$ cat config.mk
export PLATFORM = sky130hd
export DESIGN_NAME = alu_iter
export DESIGN_NICKNAME = d
export VERILOG_FILES = /design/src/rtl/alu_iter.sv
export SDC_FILE = /design/constraint.sdc
export NUM_CORES = 1
export LEC_CHECK = 0
export CAP_MARGIN = 20
export CORE_MARGIN = 1
export CORE_UTILIZATION = 35
export CTS_BUF_LIST = sky130_fd_sc_hd__clkbuf_2 sky130_fd_sc_hd__clkbuf_4 sky130_fd_sc_hd__clkbuf_8
export DETAILED_ROUTE_END_ITERATION = 6
export HOLD_SLACK_MARGIN = 0.03
export MAX_ROUTING_LAYER = met4
export PLACE_DENSITY = 0.53
export SLEW_MARGIN = 20
export SYNTH_ARGS = -nofsm -noshare
export SYNTH_HDL_FRONTEND = slang
export SYNTH_SLANG_ARGS = --single-unit
$ cat constraint.sdc
create_clock -name clk -period 3.6 [get_ports clk]
set_input_delay 0.36 -clock clk [delete_from_list [all_inputs] [get_ports clk]]
set_output_delay 0.36 -clock clk [all_outputs]
set_load 0.1 [all_outputs]
$ cat src/rtl/alu_iter.sv
// alu_iter: iterative ALU with single-cycle arithmetic/logic/shift ops and a valid/ready handshake.
// Define ALU_ITER_MUL_EN to build the shift-add multiplier for op 1000; otherwise op 1000 passes a through.
module alu_iter #(
   parameter int WIDTH = 16,
   parameter int SHW   = 4
) (
   input  logic             clk,
   input  logic             rst_n,
   input  logic             in_valid,
   output logic             in_ready,
   input  logic [WIDTH-1:0] a,
   input  logic [WIDTH-1:0] b,
   input  logic [3:0]       op,
   output logic             out_valid,
   input  logic             out_ready,
   output logic [WIDTH-1:0] r,
   output logic             zero,
   output logic             ovfl,
   output logic             busy
);

   localparam logic [WIDTH-1:0] WIDTH_V = WIDTH'(WIDTH);

`ifdef ALU_ITER_MUL_EN
   typedef enum logic [1:0] {IDLE, MUL, DONE} state_t;
`else
   typedef enum logic [1:0] {IDLE, DONE} state_t;
`endif

   state_t         state;
   logic           accept;
   logic [WIDTH:0] fn_res;

   // Single-cycle ops; returns {flag, result}. Shifts use the full b so large amounts saturate.
   function automatic logic [WIDTH:0] alu_fn(input logic [WIDTH-1:0] x,
                                             input logic [WIDTH-1:0] y,
                                             input logic [3:0]       f);
      logic signed [WIDTH-1:0] sx;
      logic        [WIDTH-1:0] rv;
      logic        [SHW-1:0]   sh;
      logic                    big;
      logic                    c;
      sx  = x;
      sh  = y[SHW-1:0];
      big = (y >= WIDTH_V);
      rv  = x;
      c   = 1'b0;
      case (f)
         4'b0000: {c, rv} = {1'b0, x} + {1'b0, y};
         4'b0001: {c, rv} = {1'b0, x} - {1'b0, y};
         4'b0010: rv = x | y;
         4'b0011: rv = x & y;
         4'b0100: rv = big ? '0 : x << sh;
         4'b0101: rv = big ? '0 : x >> sh;
         4'b0110: begin
            if (big) rv = {WIDTH{x[WIDTH-1]}};
            else     rv = sx >>> sh;
         end
         4'b0111: rv = y << (WIDTH / 2);
         default: rv = x;
      endcase
      return {c, rv};
   endfunction

   assign in_ready = (state == IDLE) || (state == DONE && out_ready);
   assign accept   = in_valid && in_ready;
   assign fn_res   = alu_fn(a, b, op);

`ifdef ALU_ITER_MUL_EN
   localparam logic [3:0]     OP_MUL   = 4'b1000;
   localparam logic [SHW-1:0] CNT_LAST = SHW'(WIDTH - 1);

   logic [2*WIDTH-1:0] acc;
   logic [2*WIDTH-1:0] mcand;
   logic [2*WIDTH-1:0] acc_nxt;
   logic [WIDTH-1:0]   mplier;
   logic [SHW-1:0]     cnt;
   logic               busy_q;

   assign acc_nxt = mplier[0] ? acc + mcand : acc;
   assign busy    = busy_q;
`else
   assign busy = 1'b0;
`endif

   always_ff @(posedge clk or negedge rst_n) begin
      if (!rst_n) begin
         state     <= IDLE;
         r         <= '0;
         zero      <= 1'b1;
         ovfl      <= 1'b0;
         out_valid <= 1'b0;
`ifdef ALU_ITER_MUL_EN
         busy_q    <= 1'b0;
         acc       <= '0;
         mcand     <= '0;
         mplier    <= '0;
         cnt       <= '0;
`endif
      end else begin
`ifdef ALU_ITER_MUL_EN
         // One multiplier bit per cycle; operands live in mcand/mplier so input changes cannot leak in.
         if (state == MUL) begin
            acc    <= acc_nxt;
            mcand  <= mcand << 1;
            mplier <= mplier >> 1;
            cnt    <= cnt + SHW'(1);
            if (cnt == CNT_LAST) begin
               state     <= DONE;
               busy_q    <= 1'b0;
               out_valid <= 1'b1;
               r         <= acc_nxt[WIDTH-1:0];
               zero      <= (acc_nxt[WIDTH-1:0] == '0);
               ovfl      <= |acc_nxt[2*WIDTH-1:WIDTH];
            end
         end else if (accept && op == OP_MUL) begin
            state     <= MUL;
            busy_q    <= 1'b1;
            out_valid <= 1'b0;
            acc       <= '0;
            mcand     <= {{WIDTH{1'b0}}, a};
            mplier    <= b;
            cnt       <= '0;
         end else
`endif
         if (accept) begin
            state     <= DONE;
            out_valid <= 1'b1;
            r         <= fn_res[WIDTH-1:0];
            zero      <= (fn_res[WIDTH-1:0] == '0);
            ovfl      <= fn_res[WIDTH];
         end else if (state == DONE && out_ready) begin
            state     <= IDLE;
            out_valid <= 1'b0;
         end
      end
   end

endmodule

==> flow_metrics.py, run 1 <==
metrics = {
    "timing": {
        "hold_slack_ns": 0.482,
        "worst_slew_pin_slew_ns": 0.999,
        "fin_worst_skew_ns": 0.00588,
        "setup_violations": 0,
        "min_period_ns": 3.53,
        "hold_viol": 0,
        "slew_headroom_pct": 33.2,
        "rsz0062_at_grt": "false",
        "period_share_pct": 98.0,
        "slew_viol_final": 0,
        "fmax_ghz": 0.284,
    },
    "synth": {
        "synthTopCellsByArea": "ha_1 (13%), mux4_2 (12%), dfrtp_1 (8.7%)",
        "synth_top_area_share_pct": 12.6,
        "synth_simple_gate_area_share_pct": 20.4,
        "synth.distinct_cells": 76,
        "synth.cell_area_um2": 5150,
        "synth_mux_area_share_pct": 17.9,
        "synth-compound-area-share_pct": 28.6,
        "synth_edf_count": 0,
        "async_reset_ff_share_pct": 100,
        "synth-warning-count": 0,
        "synth_commonest_cells": "nand2_1 (58), nor2_1 (58), ha_1 (52)",
        "avgSynthCellArea_um2": 7.69,
        "synth_top_cell_by_area": "ha_1",
        "synth_top_family_by_area": "compound AO/OA/AOI/OAI gates",
        "synth-xor-area-share_pct": 2.38,
        "yosysSeqAreaShare_pct": 9.25,
        "synth_adder_area_share_pct": 13.4,
        "synthFlopType": "dfrtp_1",
        "synth_nets": 764,
        "ys_ff_latch": 19,
        "synthCells": 670,
    },
    "floorplanning": {
        "fp.dieW_um": 123,
        "fp.dieH_um": 123,
        "core_um2": 14100,
        "dieArea_um2": 15200,
        "start_util_pct": 36.4,
        "ios": 61,
        "rows": 43,
    },
    "clock_network": {
        "path_clk_slew_ns": 0.08,
        "post_cts_buffers": 0,
        "holdBufCountCts": 0,
        "cts_made_buffers": 3,
        "root_buffer": "clkbuf_8",
        "clk_latency_ns": 0.26,
        "cts.sinks": 19,
        "cts.repair.resized": 0,
        "cts_tree": "done",
        "htreeDepth": 1,
        "clock_path_buffers": 2,
    },
    "global_routing": {
        "grt.total_usage_pct": 29.2,
        "grt_pass1_wl_um": 32500,
        "grt_overflow_total": 0,
        "grt_max_degree": 35,
        "antenna_found_initial": 0,
        "grt_pass1_vias": 5667,
    },
    "critical_path": {
        "crit_family": "compound AO/OA/AOI/OAI gates",
        "crit_cells": 13,
        "worst-r2r-setup-slack_ns": 1.50,
        "cp.required_ns": 3.77,
        "critPathLaunchType": "input pin",
        "path_cells": "clkdlybuf4s50_1 -> buf_4 -> ha_1 -> a2111oi_1 -> buf_4 -> nand4_1 -> buf_4 -> a31oi_1 -> mux2i_1 -> nor2_1 -> a21oi_1 -> o21ai_1 -> o41ai_2",
        "cp_slowest_stage_delay_ns": 0.68,
        "endpoint_kind": "flip-flop",
        "r2r_cells": 7,
        "path_common_cell": "buf_4",
        "cpMaxStageDelayCell": "a2111oi_1",
        "arrival_ns": 3.70,
        "path_max_fanout": 5,
        "crit_buf_inv": 4,
        "path_class": "in2reg",
        "rr_startpoint": "state[0]",
        "r2r-end": "zero",
    },
    "flow_run": {
        "maxCapViolations": 0,
    },
    "routing": {
        "wl_um": 21100,
        "vias_per_cell": 6.07,
        "wl_met3_um": 1520,
        "ant_nets": 0,
        "route.layer.met1.wl_um": 9360,
        "wl_per_cell_um": 22.0,
        "wl_met2_um": 9600,
        "drt_iter0_drc": 652,
        "vias": 5835,
        "dr.pass1.iters": 6,
        "routed.top_layer": "met4",
        "drc_errors": 0,
    },
    "final_layout": {
        "syn2layout_area_growth_pct": 27.4,
        "drive_gt1_share_pct": 21.3,
        "design_area_um2": 6570,
        "n_antenna_cell": 0,
        "nNetsFinal": 876,
    },
    "pwr": {
        "intPower_w": 0.000749,
        "p_per_area_nw_per_um2": 239,
        "swShare_pct": 52.2,
        "combPwrFrac_pct": 73.5,
        "seqPwrFrac_pct": 16.8,
        "power_switching_w": 0.000818,
        "leakagePower_nw": 2.81,
        "clkPwrFrac_pct": 9.7,
        "peakVddDrop_v": 0.000152,
    },
    "min_path": {
        "holdCritPathClass": "reg2reg",
        "hp-start": "r[12]",
        "hold_path_end": "r[12]",
        "hold_depth": 2,
    },
    "status": {
        "outcome": "completed",
    },
    "placement": {
        "gp_congestion": 0.991,
        "dp_hpwl_um": 17400,
        "place_area_um2": 6520,
        "port_buffers": 59,
    },
}
[worst min-delay path: cells and delay by family (launching register included)]
family	cells	cell delay, ns
flip-flops	1	0.35
AND/OR/NAND/NOR	2	0.10
[power by group through the flow]
stage | combinational [W] | sequential (W) | clock [W]
2_1_floorplan | 0.000492 | 0.000509 | 0
3_3_place_gp | 0.00113 | 0.000266 | 0
3_5_place_dp | 0.00114 | 0.000268 | 0
4_1_cts | 0.00114 | 0.000264 | 0.000157
5_1_grt | 0.00122 | 0.000268 | 0.000164
6_report | 0.00115 | 0.000264 | 0.000152
[layer usage]
layer / up-vias / global-route usage [%]
li1: 2729 / -
met1: 2802 / 39.5
met2: 258 / 44.9
met3: 46 / 4.24
met4: 0 / 8.66
met5: - / -
[layout by cell type, fill, tap and decap left out, types with 11 or more instances in the layout]
cell             instances
buf_4                   97
nand2_1                 58
nor2_1                  58
clkdlybuf4s50_1         56
ha_1                    52
o21ai_0                 49
inv_1                   49
a21oi_1                 44
mux4_2                  28
nor3_1                  19
dfrtp_1                 18
nand3_1                 13
mux2i_1                 12
nand2b_1                12
mux2_2                  12
o211ai_1                11
a31oi_1                 11
xnor2_1                 11
[cell families (layout without fill, tap and decap cells)]
group           Yosys count  count (layout)
compound gates          211             211
xor+xnor                 14              14
fa+ha+maj                54              54
buf+inv                 101             212
flops                    19              19
mux                      55              55
other cells               1               1
simple gates            215             215
[metrics by stage]
step	total power, W	util, %	setup WS, ns	instances	TNS (ns)
global placement	0.00140	46.1	-0.104	957	-0.174
finish	0.00157	46.4	0.0734	961	0
CTS	0.00156	46.4	0.139	961	0
global route	0.00165	46.4	0.00857	961	0
detailed placement	0.00140	46.1	-0.121	957	-0.232
floorplan	0.00100	-	0.0158	670	0
[flip-flops by register name, summed over array words and instances, names as in the netlist]
name,flops
ovfl,1
state,1
zero,1
r,16
[layout make-up]
type                       instances  area [µm²]
fill                            1427        7580
multi-input combinational        550        4270
clock inverter                     1        7.51
sequential                        19         477
clock buffer                       3        41.3
inverter                          50         188
timing repair buffer             158        1360
tap                              180         225
[worst max-delay path by stage]
stage	slack (ns)	endpoint	startpoint
global placement	-0.10	zero	a[8]
floorplan	0.02	zero	b[2]
CTS	0.14	zero	a[8]
detailed placement	-0.12	zero	a[8]
global route	0.009	zero	a[0]
finish	0.07	zero	a[8]
(Power assumes the default switching activity.)
==> inputs of run 2 (changes only) <==
--- a/config.mk
+++ b/config.mk
@@ -5,7 +5,8 @@
 export SDC_FILE = /design/constraint.sdc
 export NUM_CORES = 1
 export LEC_CHECK = 0
-export CAP_MARGIN = 20
+export CAP_MARGIN = 25
+export CORE_ASPECT_RATIO = 1.75
 export CORE_MARGIN = 1
 export CORE_UTILIZATION = 35
 export CTS_BUF_LIST = sky130_fd_sc_hd__clkbuf_2 sky130_fd_sc_hd__clkbuf_4 sky130_fd_sc_hd__clkbuf_8
@@ -13,6 +14,7 @@
 export HOLD_SLACK_MARGIN = 0.03
 export MAX_ROUTING_LAYER = met4
 export PLACE_DENSITY = 0.53
+export REMOVE_ABC_BUFFERS = 1
 export SLEW_MARGIN = 20
 export SYNTH_ARGS = -nofsm -noshare
 export SYNTH_HDL_FRONTEND = slang
==> run 2 against run 1 <==
Compared with the run above: register-to-register slack worse by 0.10 ns; critical path type unchanged; clock power hardly changed; core utilization is 3.0 points higher; highest routed layer unchanged; critical endpoint unchanged; largest cell class unchanged; hold slack better by 0.0025 ns; global-route usage is 2.6 points higher; clock skew is 0.0010 ns lower; count of clock-buffer cells in the layout stayed put; cell count is 5.6% higher.
==> flow_metrics.py, run 2 (synthesized netlist as in run 1, its figures left out) <==
metrics = {
    "clock_network": {
        "root_buffer": "clkbuf_8",
        "cts_tree": "done",
        "cts.sinks": 19,
        "path_clk_slew_ns": 0.07,
        "holdBufCountCts": 0,
        "htreeDepth": 1,
        "clock_path_buffers": 2,
        "cts_made_buffers": 3,
        "clk_latency_ns": 0.26,
    },
    "global_routing": {
        "antenna_found_initial": 0,
        "grt_max_degree": 35,
        "grt_pass1_wl_um": 35200,
        "grt_overflow_total": 0,
        "grt_pass1_vias": 6168,
        "grt.total_usage_pct": 31.8,
    },
    "critical_path": {
        "cp.required_ns": 3.76,
        "cpMaxStageDelayCell": "clkdlybuf4s50_1",
        "critPathLaunchType": "input pin",
        "path_class": "in2reg",
        "path_max_fanout": 4,
        "cp_slowest_stage_delay_ns": 0.56,
        "arrival_ns": 3.60,
        "crit_buf_inv": 4,
        "endpoint_kind": "flip-flop",
        "path_cells": "clkdlybuf4s50_1 -> inv_1 -> ha_1 -> inv_1 -> buf_4 -> a211o_1 -> a211o_1 -> and4_1 -> o41ai_4 -> o221ai_2 -> nor4_2 -> nand4_1 -> o41ai_2",
        "crit_family": "compound AO/OA/AOI/OAI gates",
    },
    "floorplanning": {
        "ios": 61,
        "rows": 58,
        "core_um2": 14400,
        "fp.dieW_um": 93.7,
        "dieArea_um2": 15200,
        "start_util_pct": 35.9,
        "fp.dieH_um": 163,
    },
    "timing": {
        "slew_headroom_pct": 34.1,
        "layout_setup_ws_ns": 0.168,
        "worst_slew_pin_slew_ns": 0.986,
        "setup_violations": 0,
        "period_share_pct": 95.3,
        "slew_viol_final": 0,
        "min_period_ns": 3.43,
        "fin_worst_skew_ns": 0.00489,
        "hold_viol": 0,
        "fmax_ghz": 0.291,
    },
    "routing": {
        "vias": 6175,
        "vias_per_cell": 6.08,
        "drc_errors": 0,
        "wl_per_cell_um": 23.0,
        "ant_nets": 0,
        "wl_um": 23400,
        "dr.pass1.iters": 5,
        "drt_iter0_drc": 367,
    },
    "status": {
        "outcome": "completed",
    },
    "final_layout": {
        "drive_gt1_share_pct": 28.6,
        "nNetsFinal": 930,
        "mostFrequentLayoutCells": "buf_4 (150), nand2_1 (58), nor2_1 (58)",
        "design_area_um2": 7100,
        "top_register": "r",
        "syn2layout_area_growth_pct": 37.8,
        "largest_reg_flops": 16,
        "n_antenna_cell": 0,
        "final_common_cell": "buf_4",
    },
    "flow_run": {
        "maxCapViolations": 0,
    },
    "placement": {
        "place_area_um2": 6910,
        "dp_hpwl_um": 19500,
        "dpl_worst_slack_ns": -0.281,
        "gp_congestion": 1.04,
        "port_buffers": 59,
    },
    "pwr": {
        "leakagePower_nw": 3.11,
        "p_per_area_nw_per_um2": 233,
        "peakVddDrop_v": 0.000260,
    },
    "min_path": {
        "holdCritPathClass": "reg2reg",
    },
}
run 2: per-layer routing:
layer | global-route usage, % | share of wire, %
met3 | 2.01 | 4.5
met5 | - | 0
met1 | 34.8 | 37
met4 | 17.6 | 6.0
met2 | 56.2 | 52
run 2: final cells by class:
class                   count  area [µm²]
flip-flops and latches     19         477
clock buffers               3        41.3
fillers                  1475        7270
multi-input cells         550        4390
clock inverters             1        5.00
inverters                  50         188
well taps                 180         225
repair buffers            212        1770
run 2: report_power, final:
group	switching, W	internal [W]	total [W]
registers	0.0000181	0.000246	0.000264
clock network	0.0000715	0.0000771	0.000149
logic	0.000762	0.000482	0.00124
run 2: what timing repair did:
| item | CTS | global route |
|---|---|---|
| buffers inserted | 0 | 2 |
| endpoints found under the hold margin | 0 | 0 |
| pin swaps | 0 | 10 |
| gates resized for setup | 1 | 28 |
| setup endpoints to repair | 1 | 4 |
run 2: worst reg2reg max path, cell delays in order, from the launching register on:
cell      delay, ns
dfrtp_1        0.38
nand2b_1       0.12
nand2_1        0.17
a211oi_2       0.32
o211ai_1       0.19
nor4_2         0.30
buf_4          0.15
nand4_1        0.13
o41ai_2        0.35
run 2: path summary, 6_finish.rpt:
path | endpoint | depth (start not counted) | start | slack [ns]
max in group asynchronous | state[0] | 1 | rst_n | 2.47
min | r[12] | 2 | r[12] | 0.48
min in group asynchronous | r[15] | 1 | rst_n | 0.59
max reg2reg | zero | 8 | state[0] | 1.40
min reg2reg | r[12] | 2 | r[12] | 0.48
max | zero | 13 | a[3] | 0.17
run 2: through the flow:
| stage | total power (W) | hold WS [ns] | cells | TNS (ns) | utilization, % |
|---|---|---|---|---|---|
| 6_report | 0.00166 | 0.485 | 1015 | 0 | 49.4 |
| 5_1_grt | 0.00174 | 0.506 | 1015 | -0.00864 | 49.4 |
| 4_1_cts | 0.00163 | 0.491 | 1013 | 0 | 48.5 |
| 3_5_place_dp | 0.00147 | 0.473 | 1009 | -0.642 | 48.1 |
| 3_3_place_gp | 0.00147 | 0.472 | 1009 | -0.553 | 48.1 |
| 2_1_floorplan | 0.000953 | 0.0644 | 619 | 0 | - |
==> inputs of run 3 (changes only) <==
==> constraint.sdc (replaced) <==
create_clock -name clk -period 3.3 [get_ports clk]
set_input_delay 0.33 -clock clk [delete_from_list [all_inputs] [get_ports clk]]
set_output_delay 0.33 -clock clk [all_outputs]
set_load 0.1 [all_outputs]
==> run 3 against run 2 <==
Compared with the run above: non-clock buffer count increased by 90; cell count up 8.9%; core utilization up 5.2 points; critical path depth down 2; via count grew 4.9%; critical path type unchanged; largest power group unchanged.
==> flow_metrics.py, run 3 (synthesized netlist as in run 1, its figures left out) <==
metrics = {
    "status": {
        "outcome": "completed",
    },
    "critical_path": {
        "r2r-end": "zero",
        "crit_family": "simple AND/OR/NAND/NOR gates",
        "path_class": "in2reg",
        "cp_slowest_stage_delay_ns": 0.80,
        "path_cells": "clkdlybuf4s50_1 -> buf_4 -> or4b_2 -> nor2_1 -> a221oi_1 -> a21o_1 -> a21oi_1 -> a2bb2oi_2 -> nor4_2 -> nand4_1 -> o41ai_2",
        "critPathLaunchType": "input pin",
        "r2r_cells": 8,
        "setup.worst_path.start": "op[3]",
        "worst-r2r-setup-slack_ns": 1.20,
        "path_max_fanout": 5,
        "rr_startpoint": "state[0]",
        "cp.required_ns": 3.49,
        "arrival_ns": 3.40,
        "endpoint_kind": "flip-flop",
        "cpMaxStageDelayCell": "or4b_2",
        "crit_buf_inv": 2,
    },
    "clock_network": {
        "cts_made_buffers": 3,
        "cts_tree": "done",
        "clk_latency_ns": 0.27,
        "htreeDepth": 1,
        "cts.sinks": 19,
        "path_clk_slew_ns": 0.06,
        "holdBufCountCts": 0,
        "root_buffer": "clkbuf_8",
        "clock_path_buffers": 2,
    },
    "min_path": {
        "holdCritPathClass": "reg2reg",
        "hp-start": "r[1]",
        "hold_depth": 2,
        "hold_path_end": "r[1]",
    },
    "final_layout": {
        "final_cells": 1105,
        "final_common_cell": "buf_4",
        "nNetsFinal": 1020,
        "top_register": "r",
        "multiInputGateArea_um2": 4490,
        "register_area_um2": 477,
        "drive_gt1_share_pct": 37.1,
        "n_antenna_cell": 0,
        "fillers": 1391,
        "largest_reg_flops": 16,
        "mostFrequentLayoutCells": "buf_4 (239), nand2_1 (58), nor2_1 (58)",
        "syn2layout_area_growth_pct": 52.4,
        "design_area_um2": 7850,
    },
    "pwr": {
        "p_per_area_nw_per_um2": 246,
        "leakagePower_nw": 3.57,
        "peakVddDrop_v": 0.000381,
        "power_w": 0.00194,
    },
    "timing": {
        "period_share_pct": 97.1,
        "worst_slew_pin_slew_ns": 1.01,
        "rsz0062_at_grt": "false",
        "fmax_ghz": 0.312,
        "layout_setup_ws_ns": 0.0961,
        "fin_worst_skew_ns": 0.00249,
        "hold_viol": 0,
        "setup_violations": 0,
        "slew_viol_final": 0,
        "slew_headroom_pct": 32.2,
        "min_period_ns": 3.20,
    },
    "floorplanning": {
        "start_util_pct": 35.9,
        "fp.dieH_um": 163,
        "dieArea_um2": 15200,
        "rows": 58,
        "ios": 61,
        "core_um2": 14400,
        "fp.dieW_um": 93.7,
    },
    "placement": {
        "port_buffers": 59,
        "dp_cells": 1081,
        "place_area_um2": 7420,
        "dpl_worst_slack_ns": -0.460,
        "dp_hpwl_um": 21300,
        "gp_congestion": 1.00,
    },
    "routing": {
        "ant_nets": 0,
        "wl_um": 25600,
        "vias": 6478,
        "dr.pass1.iters": 5,
        "drt_iter0_drc": 351,
        "vias_per_cell": 5.86,
        "drc_errors": 0,
        "wl_per_cell_um": 23.2,
    },
    "flow_run": {
        "maxCapViolations": 0,
    },
    "global_routing": {
        "grt.total_usage_pct": 35.5,
        "antenna_found_initial": 0,
        "grt_max_degree": 34,
        "grt_pass1_vias": 6686,
        "grt_overflow_total": 0,
        "grt_pass1_wl_um": 38600,
    },
}
## run 3: layer usage
layer	routed length (µm)	vias up	track usage, %
met5	0	-	-
met4	2110	0	23.8
met3	1300	89	2.15
met2	13300	287	63.2
met1	8910	3084	36.8
li1	-	3018	-
## run 3: area by class of cell
type | count | share of cell area [%]
flip-flops and latches | 19 | 6.07
multi-input cells | 550 | 57.2
inverters | 50 | 2.39
clock buffers | 4 | 0.621
well taps | 180 | 2.87
repair buffers | 302 | 30.9
## run 3: how the worst max path moves through the flow
stage	slack, ns	to	depth (start not counted)
detailed placement	-0.46	zero	12
finish	0.1	zero	11
global route	0.001	zero	14
global placement	-0.46	zero	12
floorplan	0.15	zero	7
CTS	0.002	zero	13
## run 3: metrics by stage
stage	util (%)	hold WS (ns)	TNS (ns)
2_1_floorplan	-	0.0344	0
3_3_place_gp	51.7	0.465	-2.43
3_5_place_dp	51.7	0.465	-2.60
4_1_cts	53.9	0.482	0
5_1_grt	54.7	0.506	0
6_report	54.7	0.476	0
## run 3: power by group
group          switching, W  internal [W]
Sequential        0.0000187      0.000269
Clock             0.0000797     0.0000945
Combinational      0.000873      0.000600
## run 3: what timing repair did
item,in CTS,in global routing
pin swaps,14,12
setup buffers,18,2
gates resized for setup,43,21
cloned,0,0
setup endpoints to repair,5,6
## run 3: worst min-delay path, delay by kind of cell (launching register included)
family	cells	cell delay, ns
flip-flops	1	0.34
AND/OR/NAND/NOR	1	0.05
AO/OA/AOI/OAI	1	0.05
